<file path="src/rtl/reset_seq_pkg.sv">
// reset_seq_pkg
//   Shared definitions for the reset sequencer: the 2-bit FSM state encoding,
//   the default timing constants, and a helper that tells which states keep
//   the CPU in reset.
package reset_seq_pkg;

  localparam logic [1:0] ST_HOLD         = 2'd0;
  localparam logic [1:0] ST_WAIT_RELEASE = 2'd1;
  localparam logic [1:0] ST_RUN          = 2'd2;
  localparam logic [1:0] ST_WAIT_PRESS   = 2'd3;

  typedef enum logic [1:0] {
    S_HOLD         = ST_HOLD,
    S_WAIT_RELEASE = ST_WAIT_RELEASE,
    S_RUN          = ST_RUN,
    S_WAIT_PRESS   = ST_WAIT_PRESS
  } state_t;

  // 1 ms of debounce at 50 MHz
  localparam int DEFAULT_DEBOUNCE_CYCLES = 50000;
  localparam int DEFAULT_HOLD_CYCLES     = 16;
  localparam int DEFAULT_CNT_WIDTH       = 16;

  // HOLD and WAIT_RELEASE keep the CPU in reset; RUN and WAIT_PRESS let it run
  function automatic logic in_reset_state(input state_t s);
    return (s == S_HOLD) || (s == S_WAIT_RELEASE);
  endfunction

endpackage

</file>
<file path="src/rtl/reset_sequencer_if.sv">
// reset_sequencer_if
//   Board-side signal bundle of the reset sequencer.
//   pb_n      : raw active-low push button (asynchronous to clk)
//   cpu_led   : CPU LED port, active-high
//   cpu_reset : registered active-high CPU reset
//   running   : registered, 1 while the CPU is out of reset
//   led_out   : registered LED data, active-high
//   master = stimulus/board side, slave = reset_sequencer.
interface reset_sequencer_if;
  logic       pb_n;
  logic [7:0] cpu_led;
  logic       cpu_reset;
  logic       running;
  logic [7:0] led_out;

  modport master (
    output pb_n,
    output cpu_led,
    input  cpu_reset,
    input  running,
    input  led_out
  );

  modport slave (
    input  pb_n,
    input  cpu_led,
    output cpu_reset,
    output running,
    output led_out
  );
endinterface

</file>
<file path="src/rtl/sync_2ff.sv">
// sync_2ff
//   Two-flop synchronizer for a single asynchronous input.
//   Ports: clk, reset_n (async active-low), i_d (async input), o_q (synced).
//   RESET_VAL is the value both flops take while reset is asserted.
module sync_2ff #(
  parameter logic RESET_VAL = 1'b1
) (
  input  logic clk,
  input  logic reset_n,
  input  logic i_d,
  output logic o_q
);

  logic r_meta;
  logic r_sync;

  always_ff @(posedge clk or negedge reset_n) begin
    if (!reset_n) begin
      r_meta <= RESET_VAL;
      r_sync <= RESET_VAL;
    end else begin
      r_meta <= i_d;
      r_sync <= r_meta;
    end
  end

  assign o_q = r_sync;

endmodule

</file>
<file path="src/rtl/reset_sequencer.sv">
// reset_sequencer
//   Debounced push-button CPU reset generator. On power-up (and after every
//   accepted button press) the CPU is held in reset for at least HOLD_CYCLES,
//   then kept there until the button has been seen released for
//   DEBOUNCE_CYCLES consecutive synchronized cycles.
//   Ports: clk, reset_n (async active-low), bus (reset_sequencer_if.slave:
//   pb_n, cpu_led in; cpu_reset, running, led_out out).
//   Optional build macro RESET_SEQ_STATUS_LED_EN: counts accepted button
//   resets (mod 16) and shows {1'b1, 3'b000, count} on led_out while the CPU
//   is held in reset; without it led_out is 8'h00 during reset.
module reset_sequencer
  import reset_seq_pkg::*;
#(
  parameter int DEBOUNCE_CYCLES = DEFAULT_DEBOUNCE_CYCLES,
  parameter int HOLD_CYCLES     = DEFAULT_HOLD_CYCLES,
  parameter int CNT_WIDTH       = DEFAULT_CNT_WIDTH
) (
  input  logic              clk,
  input  logic              reset_n,
  reset_sequencer_if.slave  bus
);

  generate
    if (DEBOUNCE_CYCLES < 1 || longint'(DEBOUNCE_CYCLES) >= (longint'(1) << CNT_WIDTH)) begin : g_bad_debounce
      $error("reset_sequencer: DEBOUNCE_CYCLES out of range for CNT_WIDTH");
    end
    if (HOLD_CYCLES < 1 || longint'(HOLD_CYCLES) >= (longint'(1) << CNT_WIDTH)) begin : g_bad_hold
      $error("reset_sequencer: HOLD_CYCLES out of range for CNT_WIDTH");
    end
  endgenerate

  localparam logic [CNT_WIDTH-1:0] HOLD_LAST = CNT_WIDTH'(HOLD_CYCLES - 1);
  localparam logic [CNT_WIDTH-1:0] DEB_LAST  = CNT_WIDTH'(DEBOUNCE_CYCLES - 1);

  logic                 w_pb_sync;
  state_t               r_state;
  state_t               w_state_next;
  logic [CNT_WIDTH-1:0] r_cnt;
  logic [CNT_WIDTH-1:0] w_cnt_next;
  logic                 r_cpu_reset;
  logic                 r_running;
  logic [7:0]           r_led_out;
  logic [7:0]           w_status_led;
  logic                 w_hold_next;

  sync_2ff #(.RESET_VAL(1'b1)) u_pb_sync (
    .clk     (clk),
    .reset_n (reset_n),
    .i_d     (bus.pb_n),
    .o_q     (w_pb_sync)
  );

  // One counter serves both the hold time and the debounce windows; it is
  // cleared on every state change so each window starts from zero.
  always_comb begin
    w_state_next = r_state;
    w_cnt_next   = r_cnt + CNT_WIDTH'(1);
    case (r_state)
      S_HOLD: begin
        if (r_cnt == HOLD_LAST) begin
          w_state_next = S_WAIT_RELEASE;
          w_cnt_next   = '0;
        end
      end
      S_WAIT_RELEASE: begin
        if (!w_pb_sync) begin
          w_cnt_next = '0;
        end else if (r_cnt == DEB_LAST) begin
          w_state_next = S_RUN;
          w_cnt_next   = '0;
        end
      end
      S_RUN: begin
        w_cnt_next = '0;
        if (!w_pb_sync) begin
          w_state_next = S_WAIT_PRESS;
        end
      end
      S_WAIT_PRESS: begin
        if (w_pb_sync) begin
          // press too short: treat as a glitch
          w_state_next = S_RUN;
          w_cnt_next   = '0;
        end else if (r_cnt == DEB_LAST) begin
          w_state_next = S_HOLD;
          w_cnt_next   = '0;
        end
      end
      default: begin
        w_state_next = S_HOLD;
        w_cnt_next   = '0;
      end
    endcase
  end

`ifdef RESET_SEQ_STATUS_LED_EN
  logic [3:0] r_event_cnt;
  logic [3:0] w_event_next;

  assign w_event_next = (r_state == S_WAIT_PRESS && w_state_next == S_HOLD)
                        ? r_event_cnt + 4'd1 : r_event_cnt;

  always_ff @(posedge clk or negedge reset_n) begin
    if (!reset_n) begin
      r_event_cnt <= 4'd0;
    end else begin
      r_event_cnt <= w_event_next;
    end
  end

  // use the post-edge count so the display is current from the first HOLD cycle
  assign w_status_led = {1'b1, 3'b000, w_event_next};
`else
  assign w_status_led = 8'h00;
`endif

  // Outputs are derived from the next state so they change on the same edge
  // as the state register.
  assign w_hold_next = in_reset_state(w_state_next);

  always_ff @(posedge clk or negedge reset_n) begin
    if (!reset_n) begin
      r_state     <= S_HOLD;
      r_cnt       <= '0;
      r_cpu_reset <= 1'b1;
      r_running   <= 1'b0;
      r_led_out   <= 8'h00;
    end else begin
      r_state     <= w_state_next;
      r_cnt       <= w_cnt_next;
      r_cpu_reset <= w_hold_next;
      r_running   <= ~w_hold_next;
      r_led_out   <= w_hold_next ? w_status_led : bus.cpu_led;
    end
  end

  assign bus.cpu_reset = r_cpu_reset;
  assign bus.running   = r_running;
  assign bus.led_out   = r_led_out;

endmodule
</file>
<file path="src/flat_wrapper.sv">
// flat-port wrapper written by rule: the top's interface ports become plain ports
module reset_sequencer_flat import reset_seq_pkg::*;
#(
  parameter int DEBOUNCE_CYCLES = DEFAULT_DEBOUNCE_CYCLES,
  parameter int HOLD_CYCLES     = DEFAULT_HOLD_CYCLES,
  parameter int CNT_WIDTH       = DEFAULT_CNT_WIDTH
)
  (clk, reset_n, bus_pb_n, bus_cpu_led, bus_cpu_reset, bus_running, bus_led_out);
  reset_sequencer_if bus_i ();
  input  logic clk;
  input  logic reset_n;
  input wire logic [$bits(bus_i.pb_n)-1:0] bus_pb_n;
  input wire logic [$bits(bus_i.cpu_led)-1:0] bus_cpu_led;
  output wire logic [$bits(bus_i.cpu_reset)-1:0] bus_cpu_reset;
  output wire logic [$bits(bus_i.running)-1:0] bus_running;
  output wire logic [$bits(bus_i.led_out)-1:0] bus_led_out;
  assign bus_i.pb_n = bus_pb_n;
  assign bus_i.cpu_led = bus_cpu_led;
  assign bus_cpu_reset = bus_i.cpu_reset;
  assign bus_running = bus_i.running;
  assign bus_led_out = bus_i.led_out;
  reset_sequencer #(.DEBOUNCE_CYCLES(DEBOUNCE_CYCLES), .HOLD_CYCLES(HOLD_CYCLES), .CNT_WIDTH(CNT_WIDTH)) u_core (.clk(clk), .reset_n(reset_n), .bus(bus_i));
endmodule
</file>
<file path="config.mk">
export PLATFORM = sky130hd
export DESIGN_NAME = reset_sequencer_flat
export DESIGN_NICKNAME = d
export VERILOG_FILES = /design/src/rtl/reset_seq_pkg.sv /design/src/rtl/reset_sequencer_if.sv /design/src/rtl/sync_2ff.sv /design/src/rtl/reset_sequencer.sv /design/src/flat_wrapper.sv
export SDC_FILE = /design/constraint.sdc
export NUM_CORES = 1
export LEC_CHECK = 0
export ABC_AREA = 1
export BUFFER_PORTS_ARGS = -buffer_cell sky130_fd_sc_hd__buf_2
export CORE_AREA = 2 2 49 97
export DETAILED_ROUTE_END_ITERATION = 7
export DIE_AREA = 0 0 51 99
export HOLD_SLACK_MARGIN = 0.12
export PLACE_DENSITY_LB_ADDON = 0.25
export SLEW_MARGIN = 25
export SYNTH_ARGS = -nofsm -noshare
export SYNTH_HDL_FRONTEND = slang
export SYNTH_SLANG_ARGS = --single-unit
</file>
<file path="constraint.sdc">
create_clock -name clk -period 1.61 [get_ports clk]
set_input_delay 0.0805 -clock clk [delete_from_list [all_inputs] [get_ports clk]]
set_output_delay 0.0805 -clock clk [all_outputs]
set_load 0.01 [all_outputs]
</file>
After elaboration in Yosys (flattened, before gate mapping)
Cells that the tools add are included.

Add/sub/neg operators: 1. Equal/unequal tests: 6. Multiplexer cells: 13. Bitwise operators: 1. Reduce and logical (&&, ||, !) cells: 3.

Operator list (number): 16-bit two-way mux (4); 16-bit case mux with 4 select lines (1); 16-bit by 1-bit adder with 16-bit output (second input constant) (1); 16-bit equality test (second input constant) (1); 16-bit by 4-bit equality test with 1-bit output (second input constant) (1); 2-bit two-way mux (6); 8-bit two-way mux (1); 2-bit case mux with 4 select lines (1); 2-bit by 1-bit equality test with 1-bit output (second input constant) (2); 2-bit equality test (second input constant) (2); 2-bit logical NOT (2); 1-bit logical OR (1); 1-bit inverter (1).

Register bits after elaboration: 30. Bits of input ports: 11. Output and inout port bits: 10. Word-level logic and storage cells: 31.

Longest topological paths before layout
Gate-level depths: netlist of the first run.

Depth in word-level cells: 7. Depth in mapped cells: 10. Mapped depth without buffers: 9.

By module
Synthesis of the first run repeated with hierarchy kept, for this count alone.

Cells, all modules: 164. Area, all modules: 1338.8 sq um.

By module, submodules not included: reset_sequencer (times used 1, cells each 162, area each 1286.2 sq um, sequential area each 676.9 sq um); sync_2ff (times used 1, cells each 2, area each 52.6 sq um, sequential area each 52.6 sq um).

Least setup slack after synthesis of the first run
OpenSTA, ideal clock, no wires.

Path kind: reg2reg. Start point: reg u_core.r_cnt[0]. End point: reg u_core.r_cnt[2]. Library setup time: 0.121 ns. Arrival: 1.295 ns. Required time: 1.489 ns. Setup slack: 0.195 ns. Stages on the path, launching flop included: 10. Path buffers: 1. Clock period less this slack: 1.415 ns. Path through: dfrtp_1 ha_1 nand3_4 nor2_4 nand2_1 nand2_2 nand2_2 inv_4 buf_12 nor2_2.

Word-level cells in the longest chain between the ends: 4. Elaborated cells between the ends (all ways): 8. Classes of those cells: add/sub: 1; eq/ne: 2; mux: 5.

RTL lines: from (decl) (line reset_sequencer.sv:38) `logic [CNT_WIDTH-1:0] r_cnt;`; from (signal assigned) (line reset_sequencer.sv:130) `r_cnt <= w_cnt_next;`; 16-bit by 1-bit adder with 16-bit output or 16-bit equality test (tied branches) (line reset_sequencer.sv:57, reset_sequencer.sv:68, reset_sequencer.sv:84); 16-bit two-way mux (line reset_sequencer.sv:68, reset_sequencer.sv:84); 16-bit two-way mux, on equally long branches (line reset_sequencer.sv:80, reset_sequencer.sv:66); 16-bit case mux with 4 select lines * (line reset_sequencer.sv:58) `case (r_state)`; net u_core.w_cnt_next[2] (line reset_sequencer.sv:39) `logic [CNT_WIDTH-1:0] w_cnt_next;`.

Mark *: on every way through the listed nets, which the timed path passes. The rest lies on a longest branch.

Worst setup path after layout of the first run
Start point: reg u_core.r_cnt[1]. End point: reg u_core.r_cnt[10].

Same word-level chain as after synthesis.

==> results of run 1 <==
[repair_timing]
action,CTS,global route
endpoints found under the hold margin,36,0
endpoints found under the setup margin,0,15
resized for setup,0,2
hold buffers,10,0
[metrics by stage]
step / utilization, % / hold WS (ns) / setup WS [ns]
after floorplan: - / -0.215 / 0.195
after global placement: 37.9 / 0.153 / 0.169
after detailed placement: 37.9 / 0.155 / 0.111
after CTS: 42.7 / 0.358 / 0.0907
after global routing: 42.8 / 0.364 / 0.0336
final: 42.8 / 0.357 / 0.158
[report_power, final]
group	leakage, nW	switching [mW]	internal (mW)	total, mW
logic	0.444	0.0438	0.0378	0.0816
registers	0.401	0.00824	0.765	0.773
clock network	0.0579	0.284	0.455	0.738
total	0.903	0.336	1.26	1.59
[cells in the final DEF, fill, tap and decap left out]
master / count
buf_2: 20
nor2_1: 29
ha_2: 1
nor2_2: 18
nand3_4: 1
buf_4: 1
nand3_1: 8
nand2_2: 3
o21ai_0: 3
dfrtp_1: 27
inv_1: 21
xor2_1: 8
dfstp_2: 3
dlygate4sd3_1: 10
nor2_4: 1
inv_6: 1
clkinv_2: 2
bufinv_16: 1
nand4_1: 3
xnor2_1: 3
buf_12: 1
nand2_1: 35
clkbuf_8: 5
clkinv_1: 1
a21oi_1: 1
[worst paths after layout]
path                                                  end
min                        u_core.u_pb_sync.o_q$_DFF_PN1_
min in group asynchronous    u_core.bus.running$_DFF_PN0_
max                            u_core.r_cnt[10]$_DFF_PN0_
max in group asynchronous     u_core.r_state[0]$_DFF_PN0_
max reg2reg                    u_core.r_cnt[10]$_DFF_PN0_
min reg2reg                u_core.u_pb_sync.o_q$_DFF_PN1_
[state kept, by name (all words and copies together) (netlist names)]
register and count:
u_core.u_pb_sync.o_q 1, u_core.bus.led_out 8, u_core.r_state 2, u_core.bus.running 1
u_core.u_pb_sync.r_meta 1, u_core.bus.cpu_reset 1, u_core.r_cnt 16
[critical path, delay by kind of cell, from the launching register on]
family | cells | cell delay (ns)
and+or+nand+nor | 4 | 0.56
xor gates and xnor gates | 1 | 0.18
adders and majority gates | 1 | 0.24
DFF | 1 | 0.37
[per-layer routing]
| metal | vias up | track usage [%] | part of all wire (%) |
|---|---|---|---|
| met5 | - | 0 | 0 |
| met4 | 0 | 9.77 | 4.3 |
| met3 | 10 | 2.88 | 2.9 |
| met2 | 26 | 27.2 | 59 |
| met1 | 532 | 12.7 | 34 |
| li1 | 581 | - | - |
[layout make-up]
| type | instances | area (µm²) | share of cell area, % |
|---|---|---|---|
| clock inverter | 3 | 40.0 | 2.18 |
| timing repair buffer | 32 | 228 | 12.4 |
| clock buffer | 5 | 68.8 | 3.74 |
| tap | 54 | 67.6 | 3.67 |
| multi-input combinational | 114 | 591 | 32.1 |
| sequential | 30 | 754 | 41.0 |
| inverter | 23 | 91.3 | 4.96 |
[logic make-up after synthesis]
group	after synthesis	synth area share, %
xor gates and xnor gates	11	6.59
adders and majority gates	1	0.855
buffers and inverters	25	8.21
DFF	30	51.6
AOI/OAI and AO/OA	4	1.37
and+or+nand+nor	98	31.4
==> metrics.csv, run 1 <==
metric;value;unit
cpMaxStageDelayCell;dfrtp_1;
reg2reg_from;u_core.r_cnt[1]$_DFF_PN0_;
grt_pass1_wl;5400;µm
relSlewSlack;55.9;%
path_cells;ha_2, nand2_1, nor2_1, nand2_1, xor2_1, nor2_2;
antenna_found_initial;0;
final-setup-viol-count;0;
holdPathStages;0;
maxCapViolations;0;
port_buffers;20;
drv_slew;0;
drt_first_pass_iters;4;
clockBufferDepth;2;
cp_slowest_stage_delay;0.37;ns
hp-start;u_core.u_pb_sync.r_meta$_DFF_PN1_;
avgSynthCellArea;8.65;µm²
diodes;0;
die-area;5050;µm²
drive_gt1_share;28.0;%
cp_common_cell;nand2_1;
fillers;449;
hpwl;2260;µm
area_delta_synth_final;25.8;%
core_area;4300;µm²
worstSetupStartpointType;register;
cts_post_setup_buffers_inserted;0;
dpl.cell_count;243;
status;finished clean;
die_height;99;µm
final-hold-violation-count;0;
worst_slew_pin_slew;0.662;ns
synth_common_cells;nand2_1 (35), nor2_1 (29), dfrtp_1 (27);
yosysTopAreaCell;dfrtp_1;
die_x;51;µm
synthTopCellsByArea;dfrtp_1 (46%), nand2_1 (9.0%), nor2_2 (7.7%), nor2_1 (7.4%), dfstp_2 (5.4%);
finalPower;1.59;mW
hold_class;reg2reg;
cts.sinks;30;
wl_per_cell;11.5;µm
numCtsBuffers;5;
gp_congestion;0.791;
start_util;34.0;%
grt_max_degree;31;
vias_per_cell;4.40;
worstPathArrival;1.62;ns
route.vias.total;1149;
synth-edff-count;0;
ys_types;20;
route.detailed.drc;0;
crit_path_max_fanout;4;
worstSetupPathType;reg2reg;
synth_top_area_share;46.2;%
syn_area;1460;µm²
yosys_register_bits;30;
reg2regPathDepth;6;
ys_async_sr_fraction;100;%
drt_iter0_drc;31;
peakVddDrop;0.706;mV
critPathRequiredTime;1.78;ns
htree_levels;2;
postPlaceCellArea;1630;µm²
fin_nets;218;
clock_skew;0.00406;ns
grt_setup_unrepaired;false;
timing.fmax;0.689;GHz
layout_min_cycle_time;1.45;ns
path_clk_slew;0.07;ns
clkLatencyLatePin;0.28;ns
cts_tree;built;
startpoint;u_core.r_cnt[1]$_DFF_PN0_;
period_share;90.2;%
yosysMostFrequentCell;nand2_1;
fin_tns_setup;0;ns
syn_inst;169;
grt-ovfl-total;0;
grt_pass1_vias;1277;
yosys_warnings;0;
leakagePower;0.903;nW
grt_use_total;14.4;%
fp-row-count;34;
dominantRegCellSynth;dfrtp_1;
drt-total-wl;3010;µm
synth.yosys.seq_area_share;51.6;%
power_density;865;nW/µm²
final_area;1840;µm²
ios;21;
endpoint_kind;register;
stdcell_count;261;
root_buffer;clkbuf_8;
r2r_slack;0.16;ns
ant_nets;0;
syn_nets;181;
Power figures use the tool's default switching activity.
==> inputs of run 2 (changes only) <==
- clock period: 1.61 -> 1.5 ns (I/O delays scaled with it)
==> metrics.csv, run 2 (same netlist as run 1, synthesis figures left out) <==
metric;value;unit
status;finished clean;
peakVddDrop;0.808;mV
path_clk_slew;0.07;ns
antenna_found_initial;0;
path_cells;nand2_2, clkinv_1, nand2_1, nor2_2, nand2_1, nand2_1, nand2_2, inv_8, nor2_1;
gp_congestion;0.765;
finalPower;1.72;mW
regMostFlops;u_core.r_cnt;
cts_tree;built;
area_delta_synth_final;30.3;%
final_util;44.4;%
route.detailed.drc;0;
grt-ovfl-total;0;
drt_first_pass_iters;4;
power_density;901;nW/µm²
ios;21;
leakagePower;0.928;nW
root_buffer;clkbuf_8;
hpwl;2290;µm
fp-row-count;34;
wl_per_cell;11.5;µm
vias_per_cell;4.43;
drt-total-wl;3060;µm
drt-met1-wl;1040;µm
clockBufferDepth;2;
largest_reg_flops;16;
cp.depth;9;
final_cell_mix;nand2_1 (34), nor2_1 (27), dfrtp_1 (25), inv_1 (21);
grt_use_total;14.9;%
hold_class;in2async;
hold_slack;0.356;ns
cpMaxStageDelayCell;dfrtp_1;
timing.fmax;0.734;GHz
endpoint_kind;register;
dp_slack;0.0184;ns
wl_met3;108;µm
worst_slew_pin_slew;0.647;ns
die_x;51;µm
stdcell_count;267;
grt_pass1_vias;1293;
critPathTopFamily;simple AND/OR/NAND/NOR gates;
drv_slew;0;
grt_setup_unrepaired;true;
crit_path_max_fanout;15;
postPlaceCellArea;1670;µm²
fillers;425;
final_common_cell;nand2_1;
relSlewSlack;56.9;%
dr_wl_met2;1710;µm
start_util;34.0;%
final_area;1910;µm²
die_height;99;µm
port_buffers;20;
dpl.cell_count;249;
final-setup-viol-count;0;
clock_skew;0.00625;ns
grt_pass1_wl;5460;µm
fin_tns_setup;0;ns
worstSetupPathType;reg2reg;
fin_nets;224;
cp_slowest_stage_delay;0.43;ns
maxCapViolations;0;
layout_min_cycle_time;1.36;ns
grt_max_degree;31;
drive_gt1_share;31.5;%
highest_layer;met4;
seq_area;757;µm²
diodes;0;
worst-path-buf-inv;2;
layout_setup_ws;0.138;ns
ant_nets;0;
cts.sinks;30;
die-area;5050;µm²
worstPathArrival;1.53;ns
final-hold-violation-count;0;
drt_iter0_drc;13;
core_area;4300;µm²
clkLatencyLatePin;0.28;ns
worstSetupStartpointType;register;
htree_levels;2;
critPathRequiredTime;1.67;ns
multiInputGateArea;608;µm²
period_share;90.8;%
route.vias.total;1183;
cp_common_cell;nand2_1;
numCtsBuffers;5;
reg2regPathDepth;9;
run 2: path summary, 6_finish.rpt:
kind | startpoint | end | slack [ns]
max in group asynchronous | reset_n | u_core.r_cnt[14]$_DFF_PN0_ | 0.67
worst max-delay path | u_core.r_cnt[8]$_DFF_PN0_ | u_core.r_cnt[15]$_DFF_PN0_ | 0.14
worst min-delay path | reset_n | u_core.r_cnt[11]$_DFF_PN0_ | 0.36
min in group clk | u_core.u_pb_sync.r_meta$_DFF_PN1_ | u_core.u_pb_sync.o_q$_DFF_PN1_ | 0.36
worst min register to register | u_core.u_pb_sync.r_meta$_DFF_PN1_ | u_core.u_pb_sync.o_q$_DFF_PN1_ | 0.36
worst max register to register | u_core.r_cnt[8]$_DFF_PN0_ | u_core.r_cnt[15]$_DFF_PN0_ | 0.14
run 2: report_power, final:
part	internal (mW)	switching [mW]	total, mW
clock	0.496	0.298	0.794
combinational	0.0430	0.0484	0.0914
sequential	0.821	0.0110	0.832
run 2: routing by layer:
| layer | GRT usage [%] | vias up |
|---|---|---|
| li1 | - | 592 |
| met1 | 13.7 | 544 |
| met2 | 26.0 | 35 |
| met3 | 3.48 | 12 |
| met4 | 12.7 | 0 |
| met5 | 0 | - |
run 2: worst register-to-register path, stage by stage, from the launching register on:
cell and delay (ns):
dfrtp_1 0.43, nand2_2 0.11, clkinv_1 0.06, nand2_1 0.05, nor2_2 0.16, nand2_1 0.09
nand2_1 0.08, nand2_2 0.09, inv_8 0.14, nor2_1 0.06
run 2: cell type report:
class	instances	area share, %
clock inverters	1	1.58
clock buffers	7	4.01
flip-flops and latches	30	39.7
repair buffers	38	14.3
inverters	23	4.92
multi-input cells	114	31.9
well taps	54	3.55
run 2: repair_timing:
action / CTS / global route
hold buffers: 10 / 0
endpoints found under the setup margin: 0 / 21
gates resized for setup: 0 / 9
setup buffers: 0 / 0
hold endpoints to repair: 36 / 0
